--- config.mk ---
export PLATFORM = sky130hd
export DESIGN_NAME = decode_execute_stage_flat
export DESIGN_NICKNAME = d
export VERILOG_FILES = /design/src/rtl/decode_execute_stage_if.sv /design/src/rtl/decode_execute_stage.sv /design/src/flat_wrapper.sv
export SDC_FILE = /design/constraint.sdc
export NUM_CORES = 1
export LEC_CHECK = 0
export CAP_MARGIN = 10
export CORE_AREA = 2 2 132 134
export CTS_CLUSTER_DIAMETER = 50
export DETAILED_ROUTE_END_ITERATION = 16
export DIE_AREA = 0 0 134 136
export PLACE_DENSITY = 0.81
export REMOVE_ABC_BUFFERS = 1
export SYNTH_ARGS = -nofsm -noshare
export SYNTH_HDL_FRONTEND = slang
export SYNTH_SLANG_ARGS = --single-unit
--- constraint.sdc ---
create_clock -name clk -period 3.6 [get_ports clk]
set_clock_uncertainty 0.2 [all_clocks]
set_input_delay 1.08 -clock clk [delete_from_list [all_inputs] [get_ports clk]]
set_output_delay 1.08 -clock clk [all_outputs]
set_load 0.05 [all_outputs]
--- src/rtl/decode_execute_stage_if.sv ---
// Decode-to-execute boundary signals: decode-side instruction, writeback bypass
// port, execute hold/flush controls and the registered execute-side outputs.
interface decode_execute_stage_if #(
    parameter int N = 4,
    parameter int M = 32,
    parameter int C = 16
);
    logic         ValidD;
    logic [N-1:0] A1D, A2D, A3D;
    logic         UseA1D, UseA2D;
    logic [M-1:0] RD1D, RD2D, PCPlus8D, ImmD;
    logic [C-1:0] CtrlD;
    logic         WE3W;
    logic [N-1:0] A3W;
    logic [M-1:0] WD3W;
    logic         StallE, FlushE;

    logic         ValidE;
    logic [M-1:0] RD1E, RD2E, ImmE;
    logic [N-1:0] A1E, A2E, A3E;
    logic [C-1:0] CtrlE;
    logic         StallD;
    logic [15:0]  BubbleCount;

    modport master (
        output ValidD, A1D, A2D, A3D, UseA1D, UseA2D, RD1D, RD2D, PCPlus8D, ImmD,
               CtrlD, WE3W, A3W, WD3W, StallE, FlushE,
        input  ValidE, RD1E, RD2E, ImmE, A1E, A2E, A3E, CtrlE, StallD, BubbleCount
    );

    modport slave (
        input  ValidD, A1D, A2D, A3D, UseA1D, UseA2D, RD1D, RD2D, PCPlus8D, ImmD,
               CtrlD, WE3W, A3W, WD3W, StallE, FlushE,
        output ValidE, RD1E, RD2E, ImmE, A1E, A2E, A3E, CtrlE, StallD, BubbleCount
    );
endinterface

--- src/rtl/decode_execute_stage.sv ---
// Decode/execute pipeline register with R15 substitution, writeback bypass,
// load-use hazard detection, bubble insertion and a saturating bubble counter.
module des_operand_sel #(
    parameter int N = 4,
    parameter int M = 32
) (
    input  logic [N-1:0] addr,
    input  logic [M-1:0] rd,
    input  logic [M-1:0] pc_plus8,
    input  logic         we3w,
    input  logic [N-1:0] a3w,
    input  logic [M-1:0] wd3w,
    output logic [M-1:0] op
);
    localparam logic [N-1:0] PC_REG = '1;

    // R15 is checked first, so a writeback to R15 can never win the bypass.
    always_comb begin
        op = rd;
        if (addr == PC_REG)
            op = pc_plus8;
        else if (we3w && (a3w == addr))
            op = wd3w;
    end
endmodule

module decode_execute_stage #(
    parameter int N = 4,
    parameter int M = 32,
    parameter int C = 16
) (
    input  logic                   clk,
    input  logic                   reset,
    decode_execute_stage_if.slave  bus
);
    localparam int NSRC = 2;
    localparam logic [N-1:0] PC_REG = '1;

    logic [NSRC-1:0][N-1:0] src_addr;
    logic [NSRC-1:0][M-1:0] src_rd;
    logic [NSRC-1:0][M-1:0] src_op;
    logic [NSRC-1:0]        src_use;
    logic [NSRC-1:0]        src_hit;

    logic                   valid_e_q, valid_e_d;
    logic [C-1:0]           ctrl_e_q, ctrl_e_d;
    logic [NSRC-1:0][M-1:0] op_e_q, op_e_d;
    logic [NSRC-1:0][N-1:0] addr_e_q, addr_e_d;
    logic [M-1:0]           imm_e_q, imm_e_d;
    logic [N-1:0]           a3_e_q, a3_e_d;
    logic [15:0]            bubble_cnt_q, bubble_cnt_d;

    logic lu;
    logic bubble;

    assign src_addr = {bus.A2D, bus.A1D};
    assign src_rd   = {bus.RD2D, bus.RD1D};
    assign src_use  = {bus.UseA2D, bus.UseA1D};

    for (genvar i = 0; i < NSRC; i++) begin : g_src
        des_operand_sel #(.N(N), .M(M)) u_sel (
            .addr     (src_addr[i]),
            .rd       (src_rd[i]),
            .pc_plus8 (bus.PCPlus8D),
            .we3w     (bus.WE3W),
            .a3w      (bus.A3W),
            .wd3w     (bus.WD3W),
            .op       (src_op[i])
        );
        assign src_hit[i] = src_use[i] & (src_addr[i] == a3_e_q);
    end

    // A load in E (RegWrite & MemtoReg) whose result a valid D instruction reads.
    assign lu = valid_e_q & ctrl_e_q[0] & ctrl_e_q[1] & bus.ValidD &
                (a3_e_q != PC_REG) & (|src_hit);

    assign bus.StallD = lu | bus.StallE;

    // Flush beats an external hold; a hazard only bubbles when E is free to move.
    assign bubble = bus.FlushE | (~bus.StallE & lu);

    always_comb begin
        valid_e_d    = valid_e_q;
        ctrl_e_d     = ctrl_e_q;
        op_e_d       = op_e_q;
        addr_e_d     = addr_e_q;
        imm_e_d      = imm_e_q;
        a3_e_d       = a3_e_q;
        bubble_cnt_d = bubble_cnt_q;
        if (bubble) begin
            valid_e_d = 1'b0;
            ctrl_e_d  = '0;
            if (bubble_cnt_q != 16'hFFFF)
                bubble_cnt_d = bubble_cnt_q + 16'd1;
        end else if (!bus.StallE) begin
            valid_e_d = bus.ValidD;
            ctrl_e_d  = bus.ValidD ? bus.CtrlD : '0;
            op_e_d    = src_op;
            addr_e_d  = src_addr;
            imm_e_d   = bus.ImmD;
            a3_e_d    = bus.A3D;
        end
    end

    always_ff @(posedge clk) begin
        if (reset) begin
            valid_e_q    <= 1'b0;
            ctrl_e_q     <= '0;
            op_e_q       <= '0;
            addr_e_q     <= '0;
            imm_e_q      <= '0;
            a3_e_q       <= '0;
            bubble_cnt_q <= '0;
        end else begin
            valid_e_q    <= valid_e_d;
            ctrl_e_q     <= ctrl_e_d;
            op_e_q       <= op_e_d;
            addr_e_q     <= addr_e_d;
            imm_e_q      <= imm_e_d;
            a3_e_q       <= a3_e_d;
            bubble_cnt_q <= bubble_cnt_d;
        end
    end

    assign bus.ValidE      = valid_e_q;
    assign bus.CtrlE       = ctrl_e_q;
    assign bus.RD1E        = op_e_q[0];
    assign bus.RD2E        = op_e_q[1];
    assign bus.A1E         = addr_e_q[0];
    assign bus.A2E         = addr_e_q[1];
    assign bus.ImmE        = imm_e_q;
    assign bus.A3E         = a3_e_q;
    assign bus.BubbleCount = bubble_cnt_q;
endmodule

--- src/flat_wrapper.sv ---
// flat-port wrapper written by rule: the top's interface ports become plain ports
module decode_execute_stage_flat 
#(
    parameter int N = 4,
    parameter int M = 32,
    parameter int C = 16
)
  (clk, reset, bus_ValidD, bus_A1D, bus_A2D, bus_A3D, bus_UseA1D, bus_UseA2D, bus_RD1D, bus_RD2D, bus_PCPlus8D, bus_ImmD, bus_CtrlD, bus_WE3W, bus_A3W, bus_WD3W, bus_StallE, bus_FlushE, bus_ValidE, bus_RD1E, bus_RD2E, bus_ImmE, bus_A1E, bus_A2E, bus_A3E, bus_CtrlE, bus_StallD, bus_BubbleCount);
  decode_execute_stage_if #(.N(N), .M(M), .C(C)) bus_i ();
  input  logic clk;
  input  logic reset;
  input wire logic [$bits(bus_i.ValidD)-1:0] bus_ValidD;
  input wire logic [$bits(bus_i.A1D)-1:0] bus_A1D;
  input wire logic [$bits(bus_i.A2D)-1:0] bus_A2D;
  input wire logic [$bits(bus_i.A3D)-1:0] bus_A3D;
  input wire logic [$bits(bus_i.UseA1D)-1:0] bus_UseA1D;
  input wire logic [$bits(bus_i.UseA2D)-1:0] bus_UseA2D;
  input wire logic [$bits(bus_i.RD1D)-1:0] bus_RD1D;
  input wire logic [$bits(bus_i.RD2D)-1:0] bus_RD2D;
  input wire logic [$bits(bus_i.PCPlus8D)-1:0] bus_PCPlus8D;
  input wire logic [$bits(bus_i.ImmD)-1:0] bus_ImmD;
  input wire logic [$bits(bus_i.CtrlD)-1:0] bus_CtrlD;
  input wire logic [$bits(bus_i.WE3W)-1:0] bus_WE3W;
  input wire logic [$bits(bus_i.A3W)-1:0] bus_A3W;
  input wire logic [$bits(bus_i.WD3W)-1:0] bus_WD3W;
  input wire logic [$bits(bus_i.StallE)-1:0] bus_StallE;
  input wire logic [$bits(bus_i.FlushE)-1:0] bus_FlushE;
  output wire logic [$bits(bus_i.ValidE)-1:0] bus_ValidE;
  output wire logic [$bits(bus_i.RD1E)-1:0] bus_RD1E;
  output wire logic [$bits(bus_i.RD2E)-1:0] bus_RD2E;
  output wire logic [$bits(bus_i.ImmE)-1:0] bus_ImmE;
  output wire logic [$bits(bus_i.A1E)-1:0] bus_A1E;
  output wire logic [$bits(bus_i.A2E)-1:0] bus_A2E;
  output wire logic [$bits(bus_i.A3E)-1:0] bus_A3E;
  output wire logic [$bits(bus_i.CtrlE)-1:0] bus_CtrlE;
  output wire logic [$bits(bus_i.StallD)-1:0] bus_StallD;
  output wire logic [$bits(bus_i.BubbleCount)-1:0] bus_BubbleCount;
  assign bus_i.ValidD = bus_ValidD;
  assign bus_i.A1D = bus_A1D;
  assign bus_i.A2D = bus_A2D;
  assign bus_i.A3D = bus_A3D;
  assign bus_i.UseA1D = bus_UseA1D;
  assign bus_i.UseA2D = bus_UseA2D;
  assign bus_i.RD1D = bus_RD1D;
  assign bus_i.RD2D = bus_RD2D;
  assign bus_i.PCPlus8D = bus_PCPlus8D;
  assign bus_i.ImmD = bus_ImmD;
  assign bus_i.CtrlD = bus_CtrlD;
  assign bus_i.WE3W = bus_WE3W;
  assign bus_i.A3W = bus_A3W;
  assign bus_i.WD3W = bus_WD3W;
  assign bus_i.StallE = bus_StallE;
  assign bus_i.FlushE = bus_FlushE;
  assign bus_ValidE = bus_i.ValidE;
  assign bus_RD1E = bus_i.RD1E;
  assign bus_RD2E = bus_i.RD2E;
  assign bus_ImmE = bus_i.ImmE;
  assign bus_A1E = bus_i.A1E;
  assign bus_A2E = bus_i.A2E;
  assign bus_A3E = bus_i.A3E;
  assign bus_CtrlE = bus_i.CtrlE;
  assign bus_StallD = bus_i.StallD;
  assign bus_BubbleCount = bus_i.BubbleCount;
  decode_execute_stage #(.N(N), .M(M), .C(C)) u_core (.clk(clk), .reset(reset), .bus(bus_i));
endmodule
==> results.md, run 1 <==
* Outcome: completed
* Nets at roughly 1300
* Cell count after placement at roughly 1300
* Synthesized-area fraction occupied by ao, oa, aoi and oai cells at about a fifth
* Library cell with the largest summed area after synthesis: sky130_fd_sc_hd__dfxtp_1
* Critical path required time at between 2 and 2.5 ns
* Setup repair after global routing missed its margin: false
* Average wire per standard cell at around 17 µm
* Clock transition at the register clock pins on the worst setup and hold paths after CTS at roughly 0.05 ns
* Starting DRT DRC Count at 467
* Cell Pwr Density at 397 mW/mm²
* Worst setup path category: input pin to primary output
* Top metal layer carrying routed signals: met5
* Met2 Wirelength at 11.0 mm
* Xor-xnor portion of the synthesized cell area at 2.07%
* N_diodes at 0
* Combinational family with the most area after synthesis: compound AO/OA/AOI/OAI gates
* Proportion of layout cells with a drive suffix above 1 at about 7.4%
* Effective utilization at floorplan at between 40% and 50%
* Sum of routed wire length over all layers at 22.9 mm
* Reported leakage power at between 4 and 5 nW
* Critical Path Fanout Max at 2
* Vias in the first global route at roughly 6600
* Total iterations of the first detailed-routing run at 7
* Port buffer count at 341
* Final period demand of the worst path at 3.54 ns
* Die span in x at between 100 and 150 µm
* Number of clock sinks at between 100 and 150
* Final Hold Viols at 0
* Slew HR at 21.7%
* Number of enable-type register cells in the synthesized netlist at 0
* Minimum setup slack in the final design at ~0.063 ns
* Largest cells by area after synthesis: sky130_fd_sc_hd__dfxtp_1 (42%), sky130_fd_sc_hd__mux2i_1 (9.6%), sky130_fd_sc_hd__nand2_1 (9.1%)
* Clock Path Buffers at 2
* Clock root cell: sky130_fd_sc_hd__clkbuf_16
* Clock tree from TritonCTS: done
* Height of the chip at 136 µm
* Area share of the largest cell type after synthesis at about two fifths
* Transition time at the pin with the least slew margin at roughly 1.2 ns
* Setup WS pre-CTS at -0.287 ns
* Area growth syn-to-layout at 63.7%
* Area share of fa/ha/maj cells after synthesis at 0.185%
* Initial antenna violation count at 1
* Total routing resource utilization after global routing at 24.1%
* Number of max-capacitance violations reported at 0
* Quantity of hold-fixing buffers added after cts at 0
* Number of clock buffers inserted by TritonCTS at 17
* Most frequent standard cell in the layout excluding fill and tap cells: sky130_fd_sc_hd__clkdlybuf4s50_1
* H-tree levels at 4
* Setup_tns at 0 ns
* Number of standard cells in the final layout excluding fillers at roughly 1400
* Number of warnings issued by yosys at 0
* Final clock period utilization by the worst path at 98.3%
* Pin count of the biggest net entering global routing at between 80 and 90
* Post-Synth Simple-Gate Area at 18.8%
* Die Outline Area at approximately 0.018 mm²
* Global-route wire length before repair at between 30 and 40 mm
* Post-synth cell types at 38
* Arrival time of data at the critical path endpoint at ~2.3 ns
* Post-synthesis sequential area ratio at a little over two fifths
* Mapped Cells at 818
* Number of fillers in the final layout at 1422
* Kind of start point of the critical path: input pin
* Source-to-sink clock delay at the later pin of the worst-skew pair at 0.41 ns
* Final ANT Viol Nets at 0
* Syn avg cell area at between 8 and 9 µm²
* Placed wire-length estimate after detailed placement at between 15 and 20 mm
* Class of the most critical hold timing path: flip-flop to flip-flop
* Final weighted congestion in routability-driven placement at ~0.85
* Boundary Pins at 342
* Wire length on met1 at around 9 mm
* Element type at the critical path end: primary output
* Number of setup violations in the final report at 0
* Leftover overflow at the end of global routing at 0
* Peak supply drop at roughly 0.3 mV
* Proportion of register bits with asynchronous set or reset after synthesis at 0%
* F_max at about 0.28 GHz
* DRC violation count after routing at 0
* Pins Over Slew Limit at 0
* Seq cells post-synth at between 100 and 150
* Per-cell via count in the routed design at 5.18
* Synthesized cell area at a little under 0.007 mm²
* Commonest cells after routing, fill and taps aside: sky130_fd_sc_hd__clkdlybuf4s50_1 (330), sky130_fd_sc_hd__nand2_1 (164), sky130_fd_sc_hd__dfxtp_1 (141), sky130_fd_sc_hd__a21oi_1 (112), sky130_fd_sc_hd__nor2_1 (97)
* Std-Cell Core Area at 0.0169 mm²
* Fraction of synthesized area in multiplexers at a little under an eighth
* Rows at 48
* Vias after detailed routing at 7150
* Amount of wire on met3 after detailed routing at between 2 and 2.5 mm
* Flip-flop cell with the highest count after synthesis: sky130_fd_sc_hd__dfxtp_1
metal layers:
metal	global-route usage [%]	vias to the layer above
met2	39.7	317
met5	0	-
met3	9.10	42
met1	28.6	3288
met4	8.75	2
li1	-	3501
critical path: stages:
cell,delay [ns]
sky130_fd_sc_hd__clkdlybuf4s50_1,0.41
sky130_fd_sc_hd__and4_1,0.22
sky130_fd_sc_hd__or3_4,0.39
sky130_fd_sc_hd__buf_12,0.16
through the flow:
step	utilization, %	instance area [µm²]	power (mW)	hold slack [ns]
final	65.7	11100	4.40	0.252
after global routing	65.7	11100	4.56	0.267
after CTS	65.7	11100	4.44	0.254
after detailed placement	62.1	10500	2.61	0.246
after global placement	62.1	10500	2.60	0.241
after floorplan	-	6460	2.14	0.474
flip-flops by register name (all words and copies together), names as in the netlist:
signal and flops:
u_core.bus.ValidE 1, u_core.bus.RD1E 32, u_core.bus.ImmE 32, u_core.bus.CtrlE 16, u_core.bus.A2E 4, u_core.bus.RD2E 32
u_core.bus.A1E 4, u_core.bus.A3E 4, u_core.bus.BubbleCount 16
path summary, 6_finish.rpt:
check	start	to	slack, ns	depth (start not counted)
max	bus_UseA2D	bus_StallD	0.06	4
min	u_core.bus.RD1E[20]$_SDFFE_PP0P_	u_core.bus.RD1E[20]$_SDFFE_PP0P_	0.25	2
max reg2reg	u_core.bus.A3E[3]$_SDFFE_PP0P_	u_core.bus.RD2E[9]$_SDFFE_PP0P_	0.94	8
min reg2reg	u_core.bus.RD1E[20]$_SDFFE_PP0P_	u_core.bus.RD1E[20]$_SDFFE_PP0P_	0.25	2
cell families after synthesis:
family	after synthesis
flops	141
xor+xnor	16
fa+ha+maj	1
compound gates	210
mux	78
simple gates	302
buf+inv	70
cell usage after synthesis (6+ instances only):
cell                       count
sky130_fd_sc_hd__nand2_1     164
sky130_fd_sc_hd__dfxtp_1     141
sky130_fd_sc_hd__a21oi_1     112
sky130_fd_sc_hd__nor2_1       97
sky130_fd_sc_hd__a211o_1      65
sky130_fd_sc_hd__mux2i_1      65
sky130_fd_sc_hd__clkbuf_1     39
sky130_fd_sc_hd__a22oi_1      16
sky130_fd_sc_hd__buf_2        13
sky130_fd_sc_hd__mux2_2       13
sky130_fd_sc_hd__xor2_1       12
sky130_fd_sc_hd__nor2b_1      11
sky130_fd_sc_hd__a211oi_1      9
sky130_fd_sc_hd__buf_6         8
sky130_fd_sc_hd__nand4_1       8
sky130_fd_sc_hd__nand3_1       7
sky130_fd_sc_hd__inv_1         6
power by group:
| group | leakage [nW] | total [mW] | internal [mW] | switching [mW] |
|---|---|---|---|---|
| Sequential | 1.15 | 1.67 | 1.63 | 0.0403 |
| Combinational | 2.56 | 0.910 | 0.416 | 0.494 |
| Clock | 0.293 | 1.82 | 1.10 | 0.716 |
| Total | 4.00 | 4.40 | 3.15 | 1.25 |
final cells by class:
type	count	area, µm²	share of cell area (%)
Sequential cell	141	2820	25.5
Multi-Input combinational cell	607	3640	32.8
Clock inverter	14	183	1.65
Tap cell	225	282	2.54
Timing Repair Buffer	368	3710	33.4
Clock buffer	18	429	3.87
Inverter	7	26.3	0.237
what timing repair did:
item                       in CTS  in global routing
pin swaps                       3                  5
cloned                          0                  0
setup endpoints to repair       1                  1
gates resized for setup        11                  7
buffers inserted                0                  0
No activity file was read; power rests on OpenSTA's default activity.
==> inputs of run 2 (changes only) <==
--- a/config.mk
+++ b/config.mk
@@ -6,12 +6,13 @@
 export NUM_CORES = 1
 export LEC_CHECK = 0
 export CAP_MARGIN = 10
-export CORE_AREA = 2 2 132 134
+export CORE_AREA = 2 2 134 136
 export CTS_CLUSTER_DIAMETER = 50
 export DETAILED_ROUTE_END_ITERATION = 16
-export DIE_AREA = 0 0 134 136
-export PLACE_DENSITY = 0.81
+export DIE_AREA = 0 0 136 138
+export PLACE_DENSITY = 0.79
 export REMOVE_ABC_BUFFERS = 1
+export SLEW_MARGIN = 25
 export SYNTH_ARGS = -nofsm -noshare
 export SYNTH_HDL_FRONTEND = slang
 export SYNTH_SLANG_ARGS = --single-unit
==> results.md, run 2 (synthesis results as in run 1) <==
* F_max at between 0.2 and 0.3 GHz
* Number of max-capacitance violations reported at 0
* Outcome: completed
* Clock root cell: sky130_fd_sc_hd__clkbuf_16
* Die span in x at between 100 and 150 µm
* Proportion of layout cells with a drive suffix above 1 at approximately 7.4%
* Number of setup violations in the final report at 0
* Per-cell via count in the routed design at between 5 and 6
* Boundary Pins at 342
* Transition time at the pin with the least slew margin at 0.634 ns
* Worst Hold Slack at around 0.25 ns
* Std-Cell Core Area at 0.0175 mm²
* Setup fix buffers added after clock tree synthesis at 0
* Pins Over Slew Limit at 0
* Cell Pwr Density at just under 400 mW/mm²
* Total iterations of the first detailed-routing run at 5
* Clock tree from TritonCTS: done
* Slew HR at 57.6%
* Class of the most critical hold timing path: flip-flop to flip-flop
* Initial antenna violation count at 2
* Source-to-sink clock delay at the later pin of the worst-skew pair at around 0.41 ns
* Effective utilization at floorplan at slightly below 40%
* Sum of routed wire length over all layers at around 22 mm
* Die Outline Area at ~0.019 mm²
* Worst setup path category: input pin to primary output
* Vias in the first global route at between 6000 and 7000
* Leftover overflow at the end of global routing at 0
* Clock Path Buffers at 2
* Reported leakage power at ~4 nW
* Rows at 49
* Critical path required time at 2.32 ns
* Final Core Density at about 63%
* Final ANT Viol Nets at 0
* Setup repair after global routing missed its margin: false
* Pin count of the biggest net entering global routing at 81
* Total routing resource utilization after global routing at about a quarter
* Number of clock buffers inserted by TritonCTS at 17
* Critical Path Fanout Max at 2
* H-tree levels at 4
* Vias after detailed routing at around 7100
* Kind of start point of the critical path: input pin
* Starting DRT DRC Count at about 330
* DRC violation count after routing at 0
* Port buffer count at approximately 340
* Final period demand of the worst path at around 3.5 ns
* Global-route wire length before repair at 35.3 mm
* Most frequent standard cell in the layout excluding fill and tap cells: sky130_fd_sc_hd__clkdlybuf4s50_1
* Final clock period utilization by the worst path at a little over nine tenths
* Final weighted congestion in routability-driven placement at around 0.82
* Placed wire-length estimate after detailed placement at 16.3 mm
* Commonest cells after routing, fill and taps aside: sky130_fd_sc_hd__clkdlybuf4s50_1 (330), sky130_fd_sc_hd__nand2_1 (164), sky130_fd_sc_hd__dfxtp_1 (141), sky130_fd_sc_hd__a21oi_1 (112), sky130_fd_sc_hd__nor2_1 (97)
* Nets at around 1300
* Clock transition at the register clock pins on the worst setup and hold paths after CTS at 0.05 ns
* Number of fillers in the final layout at 1518
* Height of the chip at around 140 µm
* Element type at the critical path end: primary output
* Average wire per standard cell at roughly 16 µm
* Area growth syn-to-layout at 64.1%
* Number of clock sinks at 141
* Arrival time of data at the critical path endpoint at 2.27 ns
* Peak supply drop at 0.299 mV
* Final Hold Viols at 0
run 2: cell count changes in the layout (fill, tap and decap cells not counted), sizes merged:
cell	before	now
clkdlybuf4s15	2	1
dlygate4sd2	5	7
clkinvlp	2	4
diode	0	2
clkbuf	20	19
clkinv	6	2
buf	29	30
inv	10	12
run 2: final timing paths:
| kind | from | endpoint | slack, ns | depth (start not counted) |
|---|---|---|---|---|
| hold / removal | u_core.bus.RD2E[27]$_SDFFE_PP0P_ | u_core.bus.RD2E[27]$_SDFFE_PP0P_ | 0.25 | 2 |
| setup / recovery | bus_A1D[3] | bus_StallD | 0.05 | 6 |
| hold reg to reg | u_core.bus.RD2E[27]$_SDFFE_PP0P_ | u_core.bus.RD2E[27]$_SDFFE_PP0P_ | 0.25 | 2 |
| setup reg to reg | u_core.bus.A3E[1]$_SDFFE_PP0P_ | u_core.bus.RD2E[9]$_SDFFE_PP0P_ | 1.05 | 8 |
run 2: report_power, final:
| group | internal, mW | switching, mW |
|---|---|---|
| sequential | 1.63 | 0.0397 |
| combinational | 0.417 | 0.494 |
| clock | 1.12 | 0.715 |
| total | 3.16 | 1.25 |
run 2: per-layer routing:
metal | vias to the layer above | GRT usage (%) | wire, µm
li1 | 3505 | - | -
met1 | 3285 | 27.9 | 8980
met2 | 276 | 39.8 | 11000
met3 | 42 | 6.34 | 1800
met4 | 0 | 9.48 | 633
met5 | - | 0 | 0
run 2: final cells by class:
| type | count | area (µm²) | area share [%] |
|---|---|---|---|
| diodes | 2 | 5.00 | 0.0450 |
| clock buffers | 18 | 439 | 3.95 |
| clock inverters | 14 | 178 | 1.60 |
| inverters | 7 | 26.3 | 0.236 |
| multi-input cells | 607 | 3640 | 32.7 |
| flip-flops and latches | 141 | 2820 | 25.4 |
| well taps | 229 | 287 | 2.58 |
| repair buffers | 369 | 3720 | 33.5 |
run 2: what timing repair did:
| item | 4_1_cts | 5_1_grt |
|---|---|---|
| hold buffers | 0 | 0 |
| resized for setup | 11 | 4 |
| endpoints found under the setup margin | 1 | 1 |
| pin swaps | 5 | 4 |
run 2: critical path: stages:
cell and delay (ns):
sky130_fd_sc_hd__dlygate4sd2_1 0.25, sky130_fd_sc_hd__xor2_1 0.16, sky130_fd_sc_hd__nor3_2 0.06, sky130_fd_sc_hd__and4_4 0.17, sky130_fd_sc_hd__or3_4 0.38, sky130_fd_sc_hd__buf_12 0.16
run 2: metrics by stage:
step           TNS (ns)  area, µm²  setup WS (ns)  instances  power, mW
2_1_floorplan   -150.83       6460          -1.40        755       2.14
3_3_place_gp     -0.269      10500         -0.258       1353       2.60
3_5_place_dp     -0.373      10500         -0.254       1353       2.61
4_1_cts               0      11100        0.00618       1385       4.45
5_1_grt               0      11100        0.00167       1387       4.59
6_report              0      11100         0.0532       1387       4.41
==> inputs of run 3 (changes only) <==
--- a/config.mk
+++ b/config.mk
@@ -5,6 +5,7 @@
 export SDC_FILE = /design/constraint.sdc
 export NUM_CORES = 1
 export LEC_CHECK = 0
+export ABC_CLOCK_PERIOD_IN_PS = 3600
 export CAP_MARGIN = 10
 export CORE_AREA = 2 2 134 136
 export CTS_CLUSTER_DIAMETER = 50
==> results of run 3 <==
The final DEF is identical to that of run 2; final timing and power are the same.
